File: config.mk
export PLATFORM = sky130hd
export DESIGN_NAME = thread_fetch_scheduler_flat
export DESIGN_NICKNAME = d
export VERILOG_FILES = /design/src/rtl/thread_fetch_scheduler_if.sv /design/src/rtl/thread_fetch_scheduler.sv /design/src/flat_wrapper.sv
export SDC_FILE = /design/constraint.sdc
export NUM_CORES = 1
export LEC_CHECK = 0
export ABC_AREA = 1
export BUFFER_PORTS_ARGS = -buffer_cell sky130_fd_sc_hd__buf_4
export CAP_MARGIN = 20
export CORE_ASPECT_RATIO = 1.75
export CORE_MARGIN = 4
export CORE_UTILIZATION = 40
export DETAILED_ROUTE_END_ITERATION = 7
export PLACE_DENSITY = 0.63
export SLEW_MARGIN = 20
export SYNTH_ARGS = -nofsm -noshare
export SYNTH_HDL_FRONTEND = slang
export SYNTH_SLANG_ARGS = --single-unit
export TNS_END_PERCENT = 20
File: constraint.sdc
create_clock -name clk -period 20.9 [get_ports clk]
set_clock_uncertainty 0.05 [all_clocks]
set_input_delay 0 -clock clk [delete_from_list [all_inputs] [get_ports clk]]
set_output_delay 0 -clock clk [all_outputs]
set_load 0.01 [all_outputs]
File: src/rtl/thread_fetch_scheduler_if.sv
// Bus between the fine-grained multithreading fetch scheduler and the core:
// run control, start/halt, next-PC writeback in; issue stream and status out.
interface thread_fetch_scheduler_if #(
  parameter int NTHREADS = 8,
  parameter int TIDW     = $clog2(NTHREADS),
  parameter int AW       = 32
);
  logic                en;
  logic                start_valid;
  logic [TIDW-1:0]     start_tid;
  logic [AW-1:0]       start_pc;
  logic                halt_valid;
  logic [TIDW-1:0]     halt_tid;
  logic                wb_valid;
  logic [TIDW-1:0]     wb_tid;
  logic [AW-1:0]       wb_pc;
  logic                issue_valid;
  logic [TIDW-1:0]     issue_tid;
  logic [AW-1:0]       issue_pc;
  logic [NTHREADS-1:0] active_mask;
  logic                wb_err;

  modport master (
    output en, start_valid, start_tid, start_pc, halt_valid, halt_tid,
           wb_valid, wb_tid, wb_pc,
    input  issue_valid, issue_tid, issue_pc, active_mask, wb_err
  );

  modport slave (
    input  en, start_valid, start_tid, start_pc, halt_valid, halt_tid,
           wb_valid, wb_tid, wb_pc,
    output issue_valid, issue_tid, issue_pc, active_mask, wb_err
  );
endinterface

File: src/rtl/thread_fetch_scheduler.sv
// Round-robin per-thread PC fetch scheduler, one instruction in flight per thread.
// Define THREAD_SKIP_EN for work-conserving selection; default is strict barrel rotation.
module thread_fetch_scheduler #(
  parameter int                  NTHREADS   = 8,
  parameter int                  TIDW       = $clog2(NTHREADS),
  parameter int                  AW         = 32,
  parameter logic [AW-1:0]       RESET_PC   = 32'h0000_0000,
  parameter logic [AW-1:0]       PC_STRIDE  = 32'h0000_1000,
  parameter logic [NTHREADS-1:0] RESET_MASK = '1
) (
  input logic                  clk,
  input logic                  reset,
  thread_fetch_scheduler_if.slave bus
);

  typedef logic [NTHREADS-1:0][AW-1:0] pcVecT;

  function automatic pcVecT resetPcs();
    pcVecT v;
    for (int t = 0; t < NTHREADS; t++) begin
      v[t] = RESET_PC + AW'(t) * PC_STRIDE;
    end
    return v;
  endfunction

  pcVecT               pcR;
  pcVecT               pcNextS;
  logic [NTHREADS-1:0] activeR;
  logic [NTHREADS-1:0] activeNextS;
  logic [NTHREADS-1:0] pendingR;
  logic [NTHREADS-1:0] pendingNextS;
  logic [NTHREADS-1:0] eligibleS;
  logic [TIDW-1:0]     ptrR;
  logic [TIDW-1:0]     ptrNextS;
  logic [TIDW-1:0]     selTidS;
  logic                selFoundS;
  logic                issueFireS;
  logic                wbAcceptS;
  logic                startAcceptS;
  logic                issueValidR;
  logic [TIDW-1:0]     issueTidR;
  logic [AW-1:0]       issuePcR;
  logic                wbErrR;

  // Eligibility is taken from registered state only; same-cycle wb/start/halt do not bypass.
  assign eligibleS = activeR & ~pendingR;

`ifdef THREAD_SKIP_EN
  // Pick the first eligible thread after ptr, wrapping; ptr only advances on an issue.
  always_comb begin
    selFoundS = 1'b0;
    selTidS   = ptrR;
    for (int i = 1; i <= NTHREADS; i++) begin
      if (!selFoundS && eligibleS[ptrR + TIDW'(i)]) begin
        selFoundS = 1'b1;
        selTidS   = ptrR + TIDW'(i);
      end else begin
        selFoundS = selFoundS;
      end
    end
    ptrNextS = selFoundS ? selTidS : ptrR;
  end
`else
  // Strict barrel: the slot after ptr issues only if its thread is eligible, otherwise a bubble.
  always_comb begin
    selTidS   = ptrR + TIDW'(1);
    selFoundS = eligibleS[selTidS];
    ptrNextS  = selTidS;
  end
`endif

  // Next-state for per-thread pc/active/pending; halt is applied last so it beats a same-tid start.
  always_comb begin
    issueFireS   = bus.en & selFoundS;
    wbAcceptS    = bus.wb_valid & pendingR[bus.wb_tid];
    startAcceptS = bus.start_valid & ~activeR[bus.start_tid] & ~pendingR[bus.start_tid]
                 & ~(bus.halt_valid & (bus.halt_tid == bus.start_tid));
    pendingNextS = pendingR;
    activeNextS  = activeR;
    pcNextS      = pcR;
    for (int t = 0; t < NTHREADS; t++) begin
      pendingNextS[t] = (pendingR[t] | (issueFireS & (selTidS == TIDW'(t))))
                      & ~(wbAcceptS & (bus.wb_tid == TIDW'(t)));
      activeNextS[t]  = (activeR[t] | (startAcceptS & (bus.start_tid == TIDW'(t))))
                      & ~(bus.halt_valid & (bus.halt_tid == TIDW'(t)));
      pcNextS[t]      = (wbAcceptS & (bus.wb_tid == TIDW'(t)))       ? bus.wb_pc    :
                        (startAcceptS & (bus.start_tid == TIDW'(t))) ? bus.start_pc :
                                                                       pcR[t];
    end
  end

  // Thread state, pointer and registered issue/status outputs.
  always_ff @(posedge clk or posedge reset) begin
    if (reset) begin
      ptrR        <= TIDW'(NTHREADS - 1);
      issueValidR <= 1'b0;
      issueTidR   <= '0;
      issuePcR    <= '0;
      wbErrR      <= 1'b0;
      pendingR    <= '0;
      activeR     <= RESET_MASK;
      pcR         <= resetPcs();
    end else begin
      wbErrR   <= bus.wb_valid & ~pendingR[bus.wb_tid];
      pendingR <= pendingNextS;
      activeR  <= activeNextS;
      pcR      <= pcNextS;
      if (bus.en) begin
        ptrR        <= ptrNextS;
        issueValidR <= selFoundS;
        if (selFoundS) begin
          issueTidR <= selTidS;
          issuePcR  <= pcR[selTidS];
        end
      end
    end
  end

  assign bus.issue_valid = issueValidR;
  assign bus.issue_tid   = issueTidR;
  assign bus.issue_pc    = issuePcR;
  assign bus.active_mask = activeR;
  assign bus.wb_err      = wbErrR;

endmodule
File: src/flat_wrapper.sv
// flat-port wrapper written by rule: the top's interface ports become plain ports
module thread_fetch_scheduler_flat 
#(
  parameter int                  NTHREADS   = 8,
  parameter int                  TIDW       = $clog2(NTHREADS),
  parameter int                  AW         = 32,
  parameter logic [AW-1:0]       RESET_PC   = 32'h0000_0000,
  parameter logic [AW-1:0]       PC_STRIDE  = 32'h0000_1000,
  parameter logic [NTHREADS-1:0] RESET_MASK = '1
)
  (clk, reset, bus_en, bus_start_valid, bus_start_tid, bus_start_pc, bus_halt_valid, bus_halt_tid, bus_wb_valid, bus_wb_tid, bus_wb_pc, bus_issue_valid, bus_issue_tid, bus_issue_pc, bus_active_mask, bus_wb_err);
  thread_fetch_scheduler_if #(.NTHREADS(NTHREADS), .TIDW(TIDW), .AW(AW)) bus_i ();
  input logic clk;
  input logic reset;
  input wire logic [$bits(bus_i.en)-1:0] bus_en;
  input wire logic [$bits(bus_i.start_valid)-1:0] bus_start_valid;
  input wire logic [$bits(bus_i.start_tid)-1:0] bus_start_tid;
  input wire logic [$bits(bus_i.start_pc)-1:0] bus_start_pc;
  input wire logic [$bits(bus_i.halt_valid)-1:0] bus_halt_valid;
  input wire logic [$bits(bus_i.halt_tid)-1:0] bus_halt_tid;
  input wire logic [$bits(bus_i.wb_valid)-1:0] bus_wb_valid;
  input wire logic [$bits(bus_i.wb_tid)-1:0] bus_wb_tid;
  input wire logic [$bits(bus_i.wb_pc)-1:0] bus_wb_pc;
  output wire logic [$bits(bus_i.issue_valid)-1:0] bus_issue_valid;
  output wire logic [$bits(bus_i.issue_tid)-1:0] bus_issue_tid;
  output wire logic [$bits(bus_i.issue_pc)-1:0] bus_issue_pc;
  output wire logic [$bits(bus_i.active_mask)-1:0] bus_active_mask;
  output wire logic [$bits(bus_i.wb_err)-1:0] bus_wb_err;
  assign bus_i.en = bus_en;
  assign bus_i.start_valid = bus_start_valid;
  assign bus_i.start_tid = bus_start_tid;
  assign bus_i.start_pc = bus_start_pc;
  assign bus_i.halt_valid = bus_halt_valid;
  assign bus_i.halt_tid = bus_halt_tid;
  assign bus_i.wb_valid = bus_wb_valid;
  assign bus_i.wb_tid = bus_wb_tid;
  assign bus_i.wb_pc = bus_wb_pc;
  assign bus_issue_valid = bus_i.issue_valid;
  assign bus_issue_tid = bus_i.issue_tid;
  assign bus_issue_pc = bus_i.issue_pc;
  assign bus_active_mask = bus_i.active_mask;
  assign bus_wb_err = bus_i.wb_err;
  thread_fetch_scheduler #(.NTHREADS(NTHREADS), .TIDW(TIDW), .AW(AW), .RESET_PC(RESET_PC), .PC_STRIDE(PC_STRIDE), .RESET_MASK(RESET_MASK)) u_core (.clk(clk), .reset(reset), .bus(bus_i));
endmodule
* Yosys cells after proc, flatten, opt, wreduce, memory -nomap -nowiden
Index checks and enable logic that the tools add are counted.
** Word-level totals
- Bits in registers :: 312
- Bits in latches :: 0
- Bits in writable memories :: 0
- ROM bits :: 0
- Input bits :: 79
- Output and inout port bits :: 45
- Word-level logic and storage cells :: 180
- Memories kept :: 0
** Operators by class
- Add/subtract/negate cells :: 1
- Multipliers :: 0
- Divide/modulo/power cells :: 0
- Order comparisons :: 3
- Eq/ne operators :: 29
- Shift-type cells :: 0
- Multiplexer cells :: 26
- Bitwise gates (word level) :: 93
- Reduce and logical (&&, ||, !) cells :: 13
** Operator list (number)
- two-way mux 32 bit :: 17
- binary-select mux 32 bit (select 3 bit) :: 1
- bitwise AND 1 bit :: 55
- equality test 3 bit (second input constant) :: 16
- equality test 3 x 2 -> 1 bit (second input constant) :: 8
- NOT 1 bit :: 20
- OR 1 bit :: 16
- nonzero test 2 bit :: 8
- binary-select mux 1 bit (select 3 bit) :: 4
- equality test 3 x 1 -> 1 bit (second input constant) :: 4
- zero test 3 bit :: 4
- less-than comparator 3 x 4 -> 1 bit (second input constant) :: 3
- bitwise AND 8 bit :: 1
- NOT 8 bit :: 1
- two-way mux 1 bit :: 4
- adder 3 x 1 -> 3 bit (second input constant) :: 1
- equality test 3 bit :: 1
- AND reduction 2 bit :: 1

* Longest topological paths before layout
Gate-level depths: netlist (run 1).
- Depth in word-level cells :: 9
- Depth in mapped cells :: 14
- Gate-level depth less buffers :: 11

* Worst setup path before layout (run 1)
Ideal clock, no wire load.
- Path type :: register -> register
- Start :: register u_core.ptrR[0]
- End :: register u_core.issuePcR[13] (netlist: u_core.bus.issue_pc[13])
- Setup time :: 0.118 ns
- Data arrival time :: 2.572 ns
- Data required time :: 20.732 ns
- Setup slack :: 18.160 ns
- Stages on the path, launching flop included :: 15
- Buffers on the path :: 6
- Period minus slack after synthesis :: 2.740 ns
- Path through :: dfstp_2 -> buf_4 -> inv_2 -> buf_4 -> clkbuf_1 -> buf_2 -> ha_1 -> inv_1 -> clkbuf_1 -> buf_1 -> nor2_1 -> o21ai_0 -> o211ai_1 -> nand3_1 -> nand2_1
** On the way
- Longest elaborated chain between the ends :: 4
- Elaborated cells between the ends (all ways) :: 6
- Classes of those cells :: 1 x add/sub; 4 x mux; 1 x reduce/logical
** Ends and longest elaborated chain
- from (decl) :: line thread_fetch_scheduler.sv:33 : logic [TIDW-1:0] ptrR;
- from (signal assigned) :: line thread_fetch_scheduler.sv:95 : ptrR <= TIDW'(NTHREADS - 1);
- from (signal assigned) :: line thread_fetch_scheduler.sv:109 : ptrR <= ptrNextS;
- adder 3 x 1 -> 3 bit (*) :: line thread_fetch_scheduler.sv:66 : selTidS = ptrR + TIDW'(1);
- named net u_core.ptrNextS[0] :: line thread_fetch_scheduler.sv:34 : logic [TIDW-1:0] ptrNextS;
- binary-select mux 1 bit (select 3 bit) :: line thread_fetch_scheduler.sv:67 : selFoundS = eligibleS[selTidS];
- two-way mux 1 bit (not written as such) :: line thread_fetch_scheduler.sv:67
- AND reduction 2 bit (no source line)
- to (signal assigned) :: line thread_fetch_scheduler.sv:113 : issuePcR <= pcR[selTidS];
- to (decl) :: line thread_fetch_scheduler.sv:42 : logic [AW-1:0] issuePcR;
Mark *: on every way through the listed nets, which the timed path passes. The rest lies on a longest branch. The select of a mux whose other input is x is not followed.
A chain may end at the register's enable or synchronous reset.

* Worst setup path in the final report (run 1)
- Start :: register u_core.ptrR[0]
- End :: register u_core.issueTidR[0] (netlist: u_core.bus.issue_tid[0])
** On the way
- Longest elaborated chain between the ends :: 4
** Ends and longest elaborated chain
- adder 3 x 1 -> 3 bit :: line thread_fetch_scheduler.sv:66
- named net u_core.ptrNextS[1] :: line thread_fetch_scheduler.sv:34
- binary-select mux 1 bit (select 3 bit) :: line thread_fetch_scheduler.sv:67
- two-way mux 1 bit (not written as such) :: line thread_fetch_scheduler.sv:67
- AND reduction 2 bit (no source line)
- to (signal assigned) :: line thread_fetch_scheduler.sv:112 : issueTidR <= selTidS;
- to (decl) :: line thread_fetch_scheduler.sv:41 : logic [TIDW-1:0] issueTidR;
The timed path passes the listed nets, and every way through them passes these cells. The select of a mux whose other input is x is not followed.

==> impl_metrics.env, run 1 <==
export IMPL_numPortBuffers=123
export IMPL_cp_slowest_stage_delay_ns=1.09
export IMPL_yosysSeqAreaShare_pct=41.5
export IMPL_cts_tree="yes"
export IMPL_crit_arrival_ns=6.20
export IMPL_design_die_area_um2=50900
export IMPL_ir_worst_vdd_mv=0.0887
export IMPL_slew_headroom_pct=27.7
export IMPL_critPathLaunchType="flip-flop"
export IMPL_postPlaceCellArea_um2=19500
export IMPL_root_buffer="clkbuf_16"
export IMPL_ys_warnings_count=0
export IMPL_start_util_pct=40.4
export IMPL_hold_path_class="in2async"
export IMPL_place_inst=3187
export IMPL_r2r_start="u_core.ptrR[0]$_DFFE_PP1P_"
export IMPL_synthFlopType="dfrtp_1"
export IMPL_netlist_instances=2694
export IMPL_use_met3_pct=4.03
export IMPL_worstMarginPinSlew_ns=1.08
export IMPL_cp_startpoint="u_core.ptrR[0]$_DFFE_PP1P_"
export IMPL_clk_insertion_delay_late_ns=0.60
export IMPL_drc_errors=0
export IMPL_use_met1_pct=35.0
export IMPL_ys_types=29
export IMPL_ys_ff_latch=312
export IMPL_area_delta_synth_final_pct=14.4
export IMPL_seq_area_um2=7840
export IMPL_fillers=4696
export IMPL_wire_per_inst_um=22.4
export IMPL_stdcell_area_um2=21600
export IMPL_cpMaxStageDelayCell="dfstp_4"
export IMPL_hold_worst_slack_ns=0.0265
export IMPL_synth_fp_nets=2778
export IMPL_cts_buffers=31
export IMPL_cts_buffer_depth=3
export IMPL_met2_usage_pct=48.5
export IMPL_multi_input_area_um2=9430
export IMPL_ios=124
export IMPL_cp_buffers_inverters=5
export IMPL_critical_path_class="reg2reg"
export IMPL_core_um2=46800
export IMPL_antenna_found_initial=2
export IMPL_synth_edf_count=0
export IMPL_cpLargestDelayFamily="buffers and inverters"
export IMPL_synth_avg_cell_area_um2=7.01
export IMPL_cp_cell_sequence="clkinv_2, ha_1, inv_4, buf_4, nand3_1, nand3_1, nand2_1, buf_4, inv_2, o21ai_0"
export IMPL_utilization_pct=46.2
export IMPL_drtAntennaViolNets=0
export IMPL_synthTopCellsByArea="dfrtp_1 38%, nand2_1 20%, nand3_1 8.0%"
export IMPL_status="finished, final reports clean"
export IMPL_grt_max_degree=107
export IMPL_chipHeight_um=295
export IMPL_groute_usage_overall_pct=28.9
export IMPL_fin_setup_tns_ns=0
export IMPL_htree_levels=1
export IMPL_min_period_ns=5.82
export IMPL_timing_final_crit_share_pct=27.9
export IMPL_async_flop_share_pct=100
export IMPL_synthMostInstantiatedCell="nand2_1"
export IMPL_drt_iter0_drc=1936
export IMPL_power_density_nw_per_um2=136
export IMPL_nNetsFinal=2825
export IMPL_synth_top_area_share_pct=38.3
export IMPL_num_rows=105
export IMPL_die_w_um=172
export IMPL_cap_violations=0
export IMPL_crit_fanout=69
export IMPL_grt_busiest_layer="met2"
export IMPL_power_leakage_nw=11.1
export IMPL_gp_congestion=0.883
export IMPL_hold_viol_final=0
export IMPL_grt_pass1_vias=19300
export IMPL_dr_pass1_iters=6
export IMPL_finalNonFillerCells=3356
export IMPL_crit_required_ns=21.28
export IMPL_end_kind="flip-flop"
export IMPL_finalSetupViolCount=0
export IMPL_drive_gt1_share_pct=9.80
export IMPL_cts_sinks=312
export IMPL_via_count=19900
export IMPL_synth_area_leader_cell="dfrtp_1"
export IMPL_clkTransAtPathRegs_ns=0.07
export IMPL_dp_hpwl_mm=44.1
export IMPL_fmax_ghz=0.172
export IMPL_overflow=0
export IMPL_rsz0062_at_grt="false"
export IMPL_vias_per_cell=5.92
export IMPL_drv_slew=0
export IMPL_synth_common_cells="1,009 x nand2_1, 303 x nand3_1, 289 x dfrtp_1"
export IMPL_drt_total_wl_mm=75.1
export IMPL_syn_cell_area_um2=18900
export IMPL_grt_pass1_wl_mm=114
-- registers in the layout, indices dropped and copies added (netlist names) --
signal / flops
u_core.bus.wb_err: 1
u_core.bus.issue_pc: 32
u_core.pcR: 256
u_core.bus.issue_tid: 3
u_core.bus.active_mask: 8
u_core.ptrR: 3
u_core.bus.issue_valid: 1
u_core.pendingR: 8
-- worst min-delay path: stages --
cell and delay, ns:
dlygate4sd3_1 0.53, buf_4 0.15, inv_8 0.49
-- cell type report --
class,instances,area share [%]
Multi-Input combinational cell,2052,43.7
Tap cell,588,3.41
Sequential cell,312,36.3
Antenna cell,2,0.0232
Timing Repair Buffer,261,10.4
Clock inverter,10,0.481
Inverter,83,1.52
Clock buffer,48,4.17
-- placed cells by master (no fill, tap or decap), types with 4 or more instances in the layout --
| master | instances |
|---|---|
| nand2_1 | 1009 |
| nand3_1 | 303 |
| dfrtp_1 | 289 |
| o21ai_0 | 267 |
| nor2_1 | 214 |
| buf_4 | 151 |
| nand4_1 | 133 |
| dlygate4sd3_1 | 108 |
| inv_1 | 71 |
| o211ai_1 | 64 |
| clkbuf_16 | 31 |
| dfstp_2 | 22 |
| nand4_4 | 12 |
| clkbuf_1 | 11 |
| a21oi_1 | 9 |
| clkinv_2 | 8 |
| nand2_4 | 7 |
| nand2_2 | 7 |
| inv_2 | 7 |
| clkbuf_8 | 6 |
| ha_1 | 5 |
| o21ai_1 | 4 |
| nor3_1 | 4 |
| nor2_2 | 4 |
-- power breakdown --
part / internal (mW) / switching [mW] / total [mW]
logic: 0.435 / 0.830 / 1.26
clock network: 0.320 / 0.255 / 0.575
registers: 0.888 / 0.202 / 1.09
total: 1.64 / 1.29 / 2.93
-- metrics by stage --
stage	setup WS, ns	power, mW
finish	15.08	2.93
global route	14.77	3.12
CTS	15.20	2.92
detailed placement	15.21	2.33
global placement	15.35	2.30
floorplan	12.26	1.89
-- cells by family after synthesis --
logic type | after synthesis | synth area share (%)
and+or+nand+nor | 1701 | 39.3
AOI/OAI and AO/OA | 344 | 9.97
buffers and inverters | 330 | 8.71
DFF | 312 | 41.5
adders and majority gates | 5 | 0.331
xor gates and xnor gates | 2 | 0.133
-- metal layers --
layer,part of all wire [%],vias up
met5,0,-
met4,6.6,0
met2,48,1123
met3,8.4,260
li1,-,8943
met1,37,9533
-- path summary, 6_finish.rpt --
path / end / slack [ns] / depth (start not counted)
min: u_core.pcR[93]$_DFFE_PP0P_ / 0.03 / 3
max reg2reg: u_core.bus.issue_tid[0]$_DFFE_PP0P_ / 15.08 / 10
min in group clk: u_core.pendingR[1]$_DFF_PP0_ / 0.11 / 6
min reg2reg: u_core.pcR[205]$_DFFE_PP1P_ / 0.44 / 2
max: u_core.bus.issue_tid[0]$_DFFE_PP0P_ / 15.08 / 10
max in group asynchronous: u_core.pcR[212]$_DFFE_PP0P_ / 19.22 / 4
-- repair_timing --
action | in CTS | in global routing
setup endpoints to repair | 0 | 0
hold buffers | 108 | 0
resized for setup | 0 | 0
buffers inserted | 0 | 0
hold endpoints to repair | 377 | 0
(Power assumes the default switching activity.)
==> inputs of run 2 (changes only) <==
--- a/config.mk
+++ b/config.mk
@@ -5,14 +5,14 @@
 export SDC_FILE = /design/constraint.sdc
 export NUM_CORES = 1
 export LEC_CHECK = 0
-export ABC_AREA = 1
+export ABC_AREA = 0
 export BUFFER_PORTS_ARGS = -buffer_cell sky130_fd_sc_hd__buf_4
 export CAP_MARGIN = 20
 export CORE_ASPECT_RATIO = 1.75
 export CORE_MARGIN = 4
 export CORE_UTILIZATION = 40
 export DETAILED_ROUTE_END_ITERATION = 7
-export PLACE_DENSITY = 0.63
+export PLACE_DENSITY = 0.65
 export SLEW_MARGIN = 20
 export SYNTH_ARGS = -nofsm -noshare
 export SYNTH_HDL_FRONTEND = slang
==> constraint.sdc (replaced) <==
create_clock -name clk -period 4.7 [get_ports clk]
set_clock_uncertainty 0.05 [all_clocks]
set_input_delay 0 -clock clk [delete_from_list [all_inputs] [get_ports clk]]
set_output_delay 0 -clock clk [all_outputs]
set_load 0.01 [all_outputs]
==> run 2 against run 1 <==
- setup slack got worse by 14 ns
- critical path depth decreased by 4
- power increased to 4.5 times the previous value
- largest power group unchanged
- final area decreased by 6.2%
- sequential share of layout area increased by 2.4 points
- fmax increased by 64%
- combinational power increased to 4.5 times the previous value
- global-route usage increased by 0.64 points
- clock-buffer cell count decreased by 2
- synthesized cell count decreased by 32%
==> impl_metrics.env, run 2 <==
export IMPL_top_register="u_core.pcR"
export IMPL_hold_viol_final=0
export IMPL_drt_iter0_drc=2025
export IMPL_grt_pass1_wl_mm=103
export IMPL_cts_setup_buffers=0
export IMPL_area_delta_synth_final_pct=18.9
export IMPL_netlist_instances=1825
export IMPL_cts_buffer_depth=3
export IMPL_p_clk_share_pct=17.7
export IMPL_vias_per_cell=6.52
export IMPL_syn_cell_area_um2=17000
export IMPL_ctsResizeCount=0
export IMPL_intPower_mw=8.37
export IMPL_postPlaceCellArea_um2=18300
export IMPL_antenna_found_initial=1
export IMPL_via_count=16200
export IMPL_start_util_pct=40.7
export IMPL_crit_fanout=29
export IMPL_core_um2=41900
export IMPL_critical_path_class="reg2reg"
export IMPL_synth_common_cells="501 x nand2_1, 289 x dfrtp_1, 256 x nand3_1"
export IMPL_power_leakage_nw=8.12
export IMPL_numPortBuffers=123
export IMPL_ios=124
export IMPL_wire_per_inst_um=27.8
export IMPL_drtAntennaViolNets=0
export IMPL_synth_top_area_share_pct=42.4
export IMPL_seqPwrFrac_pct=38.7
export IMPL_fmax_ghz=0.281
export IMPL_gp_congestion=0.887
export IMPL_crit_required_ns=5.11
export IMPL_die_w_um=164
export IMPL_final_cell_mix="500 x nand2_1, 289 x dfrtp_1, 256 x nand3_1"
export IMPL_cts_sinks=312
export IMPL_drive_gt1_share_pct=19.5
export IMPL_synthMostInstantiatedCell="nand2_1"
export IMPL_utilization_pct=48.4
export IMPL_htree_levels=1
export IMPL_drc_errors=0
export IMPL_cts_tree="yes"
export IMPL_ir_worst_vdd_mv=0.515
export IMPL_synth_fp_nets=1909
export IMPL_min_period_ns=3.55
export IMPL_ys_types=45
export IMPL_crit_arrival_ns=3.96
export IMPL_chipHeight_um=281
export IMPL_grt_pass1_vias=16700
export IMPL_cts_buffers=29
export IMPL_synthTopCellsByArea="dfrtp_1 42%, o211ai_1 11%, nand2_1 11%"
export IMPL_synth_edf_count=0
export IMPL_status="finished, final reports clean"
export IMPL_async_flop_share_pct=100
export IMPL_timing_final_crit_share_pct=75.6
export IMPL_power_density_nw_per_um2=645
export IMPL_finalSetupViolCount=0
export IMPL_slew_headroom_pct=18.6
export IMPL_synth_area_leader_cell="dfrtp_1"
export IMPL_ys_ff_latch=312
export IMPL_overflow=0
export IMPL_dr_pass1_iters=6
export IMPL_fillers=3925
export IMPL_clkTransAtPathRegs_ns=0.07
export IMPL_drv_slew=0
export IMPL_end_kind="flip-flop"
export IMPL_switchingPower_mw=4.69
export IMPL_swShare_pct=35.9
export IMPL_dp_hpwl_mm=38.7
export IMPL_synthFlopType="dfrtp_1"
export IMPL_num_rows=99
export IMPL_synth_avg_cell_area_um2=9.34
export IMPL_fin_setup_tns_ns=0
export IMPL_yosysSeqAreaShare_pct=46.0
export IMPL_drt_total_wl_mm=69.0
export IMPL_design_die_area_um2=46100
export IMPL_cap_violations=0
export IMPL_groute_usage_overall_pct=29.5
export IMPL_nNetsFinal=1987
export IMPL_final_common_cell="nand2_1"
export IMPL_critPathLaunchType="flip-flop"
export IMPL_finalPower_mw=13.1
export IMPL_root_buffer="clkbuf_16"
export IMPL_hold_path_class="in2reg"
export IMPL_clk_insertion_delay_late_ns=0.58
export IMPL_worstMarginPinSlew_ns=1.22
export IMPL_rsz0062_at_grt="false"
export IMPL_stdcell_area_um2=20300
export IMPL_ys_warnings_count=0
export IMPL_grt_max_degree=189
export IMPL_pwr_share_comb_pct=43.6
export IMPL_largest_register_ffs=256
export IMPL_ctsHoldBuffers=106
[run 2: changes by cell type in the layout (fill, tap and decap cells not counted), sizes merged, moves of 66 or more]
cell,change
o211ai,+191
inv,-75
nand4,-119
nand2,-522
mux2,+66
mux4,+68
o21ai,-269
nor2,-205
[run 2: path summary, 6_finish.rpt]
kind,endpoint,start,depth (start not counted),slack [ns]
hold reg to reg,u_core.bus.issue_pc[21]$_DFFE_PP0P_,u_core.bus.issue_pc[21]$_DFFE_PP0P_,1,0.45
hold / removal,u_core.pcR[160]$_DFFE_PP0P_,bus_start_tid[0],5,0.03
setup / recovery,u_core.bus.issue_pc[14]$_DFFE_PP0P_,u_core.ptrR[0]$_DFFE_PP1P_,6,1.15
min in group asynchronous,u_core.pcR[188]$_DFFE_PP0P_,reset,4,0.07
max in group asynchronous,u_core.pcR[106]$_DFFE_PP0P_,reset,5,3.53
setup reg to reg,u_core.bus.issue_pc[14]$_DFFE_PP0P_,u_core.ptrR[0]$_DFFE_PP1P_,6,1.15
[run 2: final cells by class]
class                      count  area [µm²]  share of cell area (%)
antenna                        1        2.50                  0.0124
clock buffer                  46         850                    4.19
clock inverter                 6        30.0                   0.148
inverter                       9        37.5                   0.185
multi-input combinational   1273        8370                    41.3
sequential                   312        7840                    38.7
tap                          555         694                    3.43
timing repair buffer         278        2430                    12.0
[run 2: layer usage]
metal / track usage, % / up-vias / wire length (µm) / part of all wire, %
met5: 0 / - / 0 / 0
met4: 22.9 / 0 / 6590 / 9.6
met3: 5.94 / 424 / 7090 / 10
met2: 48.2 / 1212 / 32500 / 47
met1: 33.7 / 7894 / 22800 / 33
li1: - / 6634 / - / -
[run 2: worst max-delay path, cell delays in order, from the launching register on]
cell,delay [ns]
dfstp_4,0.82
inv_2,0.15
ha_4,0.61
mux4_2,0.47
a22oi_4,0.32
buf_4,0.58
mux2_2,0.41
[run 2: power groups by stage]
stage	Clock [mW]	Sequential, mW	Combinational, mW
3_5_place_dp	0	5.03	5.38
5_1_grt	2.44	5.14	6.14
4_1_cts	2.33	4.99	5.66
2_1_floorplan	0	4.69	4.05
3_3_place_gp	0	5.00	5.21
6_report	2.32	5.05	5.70
[run 2: cells by family (layout without fill, tap and decap cells)]
kind of cell    count (synthesis)  after routing  synth area share (%)
xor+xnor                        9              9                 0.462
compound gates                280            280                  12.5
flops                         312            312                  46.0
other cells                     0              1                     0
mux                           135            135                  13.4
simple gates                  844            844                  21.7
buf+inv                       240            339                  5.63
fa+ha+maj                       5              5                 0.367
[run 2: metrics by stage]
stage | hold slack, ns | setup WS, ns | cells
2_1_floorplan | 0.00245 | 0.514 | 1825
3_3_place_gp | 0.185 | 1.24 | 2320
3_5_place_dp | 0.189 | 1.18 | 2320
4_1_cts | 0.000384 | 1.17 | 2478
5_1_grt | 0.0577 | 1.03 | 2480
6_report | 0.0255 | 1.15 | 2480
